==> src/rtl/full_adder_if.sv <==
// Operand/result bundle for the registered 1-bit full adder cell.
// The master drives the operands; the slave (the adder) returns sum, carry and product terms.
interface full_adder_if;
  logic a_in;
  logic b_in;
  logic c_in;
  logic s_out;
  logic ca_out;
  logic a1_out;
  logic a2_out;
  logic a3_out;

  modport master (
    output a_in, b_in, c_in,
    input  s_out, ca_out, a1_out, a2_out, a3_out
  );

  modport slave (
    input  a_in, b_in, c_in,
    output s_out, ca_out, a1_out, a2_out, a3_out
  );
endinterface

==> src/rtl/full_adder.sv <==
// Registered 1-bit full adder exporting its carry product terms; 1-cycle latency on all outputs.
// No handshake: one operand set accepted every cycle, never stalls.
module full_adder (
  input logic         clk_in,
  input logic         rst_n_in,
  full_adder_if.slave bus
);

  logic a1_nxt;
  logic a2_nxt;
  logic a3_nxt;

  assign a1_nxt = bus.a_in & bus.b_in;
  assign a2_nxt = bus.b_in & bus.c_in;
  assign a3_nxt = bus.a_in & bus.c_in;

  // Carry is built from the same product terms that get registered, so the
  // exported terms always OR to the registered carry.
  always_ff @(posedge clk_in or negedge rst_n_in) begin
    if (!rst_n_in) begin
      bus.s_out  <= 1'b0;
      bus.ca_out <= 1'b0;
      bus.a1_out <= 1'b0;
      bus.a2_out <= 1'b0;
      bus.a3_out <= 1'b0;
    end else begin
      bus.s_out  <= bus.a_in ^ bus.b_in ^ bus.c_in;
      bus.ca_out <= a1_nxt | a2_nxt | a3_nxt;
      bus.a1_out <= a1_nxt;
      bus.a2_out <= a2_nxt;
      bus.a3_out <= a3_nxt;
    end
  end

endmodule

==> src/flat_wrapper.sv <==
// flat-port wrapper written by rule: the top's interface ports become plain ports
module full_adder_flat 
  (clk_in, rst_n_in, bus_a_in, bus_b_in, bus_c_in, bus_s_out, bus_ca_out, bus_a1_out, bus_a2_out, bus_a3_out);
  full_adder_if bus_i ();
  input logic clk_in;
  input logic rst_n_in;
  input wire logic [$bits(bus_i.a_in)-1:0] bus_a_in;
  input wire logic [$bits(bus_i.b_in)-1:0] bus_b_in;
  input wire logic [$bits(bus_i.c_in)-1:0] bus_c_in;
  output wire logic [$bits(bus_i.s_out)-1:0] bus_s_out;
  output wire logic [$bits(bus_i.ca_out)-1:0] bus_ca_out;
  output wire logic [$bits(bus_i.a1_out)-1:0] bus_a1_out;
  output wire logic [$bits(bus_i.a2_out)-1:0] bus_a2_out;
  output wire logic [$bits(bus_i.a3_out)-1:0] bus_a3_out;
  assign bus_i.a_in = bus_a_in;
  assign bus_i.b_in = bus_b_in;
  assign bus_i.c_in = bus_c_in;
  assign bus_s_out = bus_i.s_out;
  assign bus_ca_out = bus_i.ca_out;
  assign bus_a1_out = bus_i.a1_out;
  assign bus_a2_out = bus_i.a2_out;
  assign bus_a3_out = bus_i.a3_out;
  full_adder u_core (.clk_in(clk_in), .rst_n_in(rst_n_in), .bus(bus_i));
endmodule
==> config.mk <==
export PLATFORM = sky130hd
export DESIGN_NAME = full_adder_flat
export DESIGN_NICKNAME = d
export VERILOG_FILES = /design/src/rtl/full_adder_if.sv /design/src/rtl/full_adder.sv /design/src/flat_wrapper.sv
export SDC_FILE = /design/constraint.sdc
export NUM_CORES = 1
export LEC_CHECK = 0
export BUFFER_PORTS_ARGS = -buffer_cell sky130_fd_sc_hd__buf_2
export CAP_MARGIN = 10
export CORE_AREA = 5 5 42 44
export DETAILED_ROUTE_END_ITERATION = 8
export DIE_AREA = 0 0 47 49
export HOLD_SLACK_MARGIN = 0.03
export SLEW_MARGIN = 20
export SYNTH_ARGS = -nofsm -noshare
export SYNTH_HDL_FRONTEND = slang
export SYNTH_SLANG_ARGS = --single-unit
==> constraint.sdc <==
create_clock -name clk_in -period 0.8 [get_ports clk_in]
set_input_delay 0.04 -clock clk_in [delete_from_list [all_inputs] [get_ports clk_in]]
set_output_delay 0.04 -clock clk_in [all_outputs]
set_load 0.02 [all_outputs]
# Word-level counts from Yosys, hierarchy flattened
# Cells that the tools add are included.
word_totals:
  register_bits: 5
  output_inout_bits: 5
  input_bits: 5
  word_cells: 12
classes:
  bitwise: 7
op_table:
  columns: ["cell", "n"]
  rows:
  - ["$and A1 B1 Y1", 3]
  - ["$or A1 B1 Y1", 2]
  - ["$xor A1 B1 Y1", 2]

# Logic depth before layout (Yosys ltp)
logic_depth:
  depth_word: 3
  depth_mapped: 1
  mapped_depth_nobuf: 1

# Worst setup path before layout
# Ideal clock, no wire load.
synth_timing:
  kind: "input port to flip-flop"
  from: "input bus_c_in"
  to: "register u_core.bus.s_out"
  setup_slack_ns: 0.179
  t_arrival_ns: 0.485
  path_stages: 1
  setup_ns: 0.136
  n_path_buf: 0
  required_time_ns: 0.664
  cell_sequence: "fa_1"
synth_via:
  elab_chain_len: 1
synth_rtl:
  columns: ["element", "line_no", "source"]
  rows:
  - ["start, declared", "flat_wrapper.sv:9", "input wire logic [$bits(bus_i.c_in)-1:0] bus_c_in;"]
  - ["$xor A1 B1 Y1", "full_adder.sv:27", "bus.s_out <= bus.a_in ^ bus.b_in ^ bus.c_in;"]
  - ["end signal, assigned", "full_adder.sv:27", null]
  - ["end, declared", "full_adder_if.sv:20", "output s_out, ca_out, a1_out, a2_out, a3_out"]
# No other way between the ends.

# Final worst setup path
layout_timing:
  from: "register u_core.bus.a3_out"
  to: "output bus_a3_out"
layout_lines:
  columns: ["element", "line_no", "source"]
  rows:
  - ["start, declared", "full_adder_if.sv:20", null]
  - ["start signal, assigned", "full_adder.sv:31", "bus.a3_out <= a3_nxt;"]
  - ["end, declared", "flat_wrapper.sv:14", "output wire logic [$bits(bus_i.a3_out)-1:0] bus_a3_out;"]
# No word-level cell between the ends.

==> flow_results.org <==
** Worst setup path
- Critical path class :: flop to output port
- Walking the worst path, the cells encountered are buf_6.
- Data required time of the worst path :: 0.76 ns
- Type of destination of the critical path :: output port
- Type of origin of the critical path :: flop
- In this run the worst path has a maximum fanout of 1.
- CP peak stage delay :: ~0.37 ns
- Slowest stage cell, crit path :: sky130_fd_sc_hd__dfrtp_1
- STA puts the critical path data arrival time at 0.73 ns.
- Counting both buffers and inverters, the worst setup path holds a total of 1.
- Broken down by cell family, the worst path's largest delay share belongs to flip-flops.

** Synthesis
- Synthesis handed over a netlist of 9 instances.
- After Yosys synthesis, XOR and XNOR cells account for 0% of the synthesized area.
- Sequential element share of the synthesized area :: 73.53%
- Area contributors post-synth :: sky130_fd_sc_hd__dfrtp_1, sky130_fd_sc_hd__fa_1, sky130_fd_sc_hd__and2_1, sky130_fd_sc_hd__ha_1
- Flop and latch count out of synthesis :: 5
- Main combinational cell family by area after synthesis :: adder cells
- Average cell area after synthesis :: between 15 and 20 µm²
- Area share of the leading cell type in the synthesized netlist :: between 70 and 80%
- The number of different library cells used by synthesis comes to 4.
- Summing the areas of all fa, ha and maj instances in the mapped netlist gives between 10% and 20% of the synthesized area.
- Of the post-synthesis cell area, the part taken by muxes is 0%.
- Post-synthesis simple-gate area fraction :: 7.353%
- Synthesized netlist net count :: 16
- Area of the mapped netlist :: around 170 µm²
- The synthesized netlist devotes 0% of its cell area to compound gates.
- The Yosys step of the flow raised 0 warnings.
- Biggest area consumer among synthesized cells :: sky130_fd_sc_hd__dfrtp_1

** Floorplan
- Std cell rows :: 14
- For this configuration, the core starts out at a cell density of about an eighth.
- From left edge to right edge, the die measures 47 µm.
- The die covers approximately 2300 µm².
- Floorplan core area :: 1401 µm²
- In this run the count of I/O pins placed on the die edge is 10.
- Vertical extent of the die :: around 50 µm

** Global route
- For this run, global-route usage on met1 was measured as 3.125%.
- Number of antenna violations at the first check in global routing :: 0
- Number of global-route vias before repair :: 126
- For met3 alone, demand over resource in global routing was 5.904%.
- Global routing consumed, over all layers together, 3.963% of the routing resources.
- The total overflow left after global routing is 0.
- Entering global routing, the biggest net connects 6 pins.
- Met2 routing resource usage after global routing :: around 3.2%
- The global routing stage identified its most utilized layer as met3.
- The first global-routing pass estimated around 500 µm of wire.

** STA
- The worst path uses about 96% of the clock period.
- Fmax :: about 1300 MHz
- The final-report max-slew violation count is 0.
- Setup repair after global routing could not meet its margin everywhere.
- The number of failing hold endpoints at the final stage was 0.
- Tightest Pin Transition :: 0.1113 ns
- For the finished layout, the period the worst path requires is about 0.77 ns.
- Final setup violation count :: 0
- Worst rel slew slack :: about 90%

** Layout
- The layout has between 150 and 200 filler cells.
- The multi-input combinational cells in the finished layout cover a total of 45.04 µm².
- The top cell types in the final layout, fill and taps aside, are sky130_fd_sc_hd__buf_6, sky130_fd_sc_hd__dfrtp_1, sky130_fd_sc_hd__buf_2.
- Final standard cell count with taps included and fillers excluded :: 39
- Registers take 125.1 µm².
- Summing all non-filler instances in the final layout gives an area of between 300 and 400 µm².
- Post-layout nets :: 31
- Antenna diode count :: 0
- Syn-to-layout area delta :: 77.94%
- Share of layout cells above drive strength 1 :: 52.17%

** Routing
- Via count :: approximately 120
- In this run, the number of DRC markers left after iteration 0 of detailed routing was 1.
- The first TritonRoute pass finished after 2 iterations.
- The count of nets left with antenna violations once routing finished came out at 0.
- Wires add up to about 310 µm.
- Dividing the detail-routed wire length by the instance count gives around 8 µm.
- Vias per cell :: about 3
- In the routed design, unresolved DRC markers number 0.

** Pwr
- In this run the static leakage power is roughly 0.15 nW.
- Total power divided by cell area :: 2199 nW/µm²
- Across the VDD grid, the largest voltage drop is roughly 0.00032 V.
- Net switching is a little under a quarter of the power.
- Cell internal power was estimated by the tool at slightly above 0.5 mW.
- Summed over all nets, the switching power comes to 0.1520 mW.
- Clock network fraction of total power :: 42.6%
- Sequential power share :: between 40 and 50%
- Combinational logic burns roughly 15% of the power.
- Total power of the final layout :: between 0.6 and 0.7 mW

** Placed design
- Placed cell count :: 34
- Buffers placed on the I/O ports in this run total 9.
- The placed instances occupy a cell area of 235.2 µm².
- GP Congestion :: slightly below 0.6

** CTS
- The clock passes through at most 2 buffers.
- Total clock buffers created by CTS :: 3
- After clock tree synthesis, the clock-pin slew on the worst setup and hold paths is about 0.040 ns.
- The clock drives 5 sinks.
- TritonCTS clock tree :: built
- CTS built an H-tree with a depth of 1.
- Post-CTS timing repair inserted 0 buffers for setup.
- Root buf cell :: sky130_fd_sc_hd__clkbuf_4

** Status
- The flow ran to the end, and the final reports show no timing, DRC or antenna violations.

** Hold path
- The tightest min-delay check is of the primary input to flop type.

** Run
- Across the run, the number of max-cap violations was 0.
## layout make-up
| class | count | area share [%] |
|---|---|---|
| flip-flops and latches | 5 | 41.32 |
| well taps | 16 | 6.612 |
| clock buffers | 4 | 8.678 |
| repair buffers | 10 | 28.51 |
| multi-input cells | 4 | 14.88 |
## sequential cells by signal, indices dropped and copies added (netlist names)
register           cells
u_core.bus.a1_out      1
u_core.bus.ca_out      1
u_core.bus.s_out       1
u_core.bus.a2_out      1
u_core.bus.a3_out      1
## cell families after synthesis
group	after synthesis
DFF	5
adders and majority gates	2
and+or+nand+nor	2
## stage by stage
stage / utilization (%) / setup WS [ns] / hold slack (ns) / setup TNS [ns]
floorplan: - / 0.1794 / -0.2556 / 0
global placement: 16.79 / 0.04077 / -0.1473 / 0
detailed placement: 16.79 / 0.03881 / -0.1426 / 0
CTS: 19.38 / 0.003539 / 0.05569 / 0
global route: 21.61 / -0.005444 / 0.04753 / -0.01028
finish: 21.61 / 0.02844 / 0.06322 / 0
## final timing paths
| check | from | to | slack, ns | cells past startpoint |
|---|---|---|---|---|
| worst max-delay path | u_core.bus.a3_out | bus_a3_out | 0.03 | 1 |
| min in group asynchronous | rst_n_in | u_core.bus.ca_out | 0.15 | 2 |
| max in group asynchronous | rst_n_in | u_core.bus.a3_out | 0.53 | 2 |
| worst min-delay path | bus_a_in | u_core.bus.a3_out | 0.06 | 2 |
## cell usage after synthesis
library cell / n
sky130_fd_sc_hd__and2_1: 2
sky130_fd_sc_hd__ha_1: 1
sky130_fd_sc_hd__dfrtp_1: 5
sky130_fd_sc_hd__fa_1: 1
## per-layer routing
metal / vias up / share of wire [%]
met2: 10 / 38
met4: 0 / 0
met3: 0 / 30
met1: 53 / 32
met5: - / 0
li1: 54 / -
## power by group through the flow
stage / clock network, mW / logic (mW) / registers (mW)
3_3_place_gp: 0 / 0.0759 / 0.280
4_1_cts: 0.300 / 0.0811 / 0.276
3_5_place_dp: 0 / 0.0774 / 0.280
5_1_grt: 0.328 / 0.113 / 0.282
6_report: 0.283 / 0.101 / 0.281
2_1_floorplan: 0 / 0.00863 / 0.307
## what timing repair did
action	in CTS	in global routing
endpoints found under the hold margin	5	0
hold buffers	1	0
endpoints found under the setup margin	0	5
gates resized for setup	0	10
(Power assumes the default switching activity.)
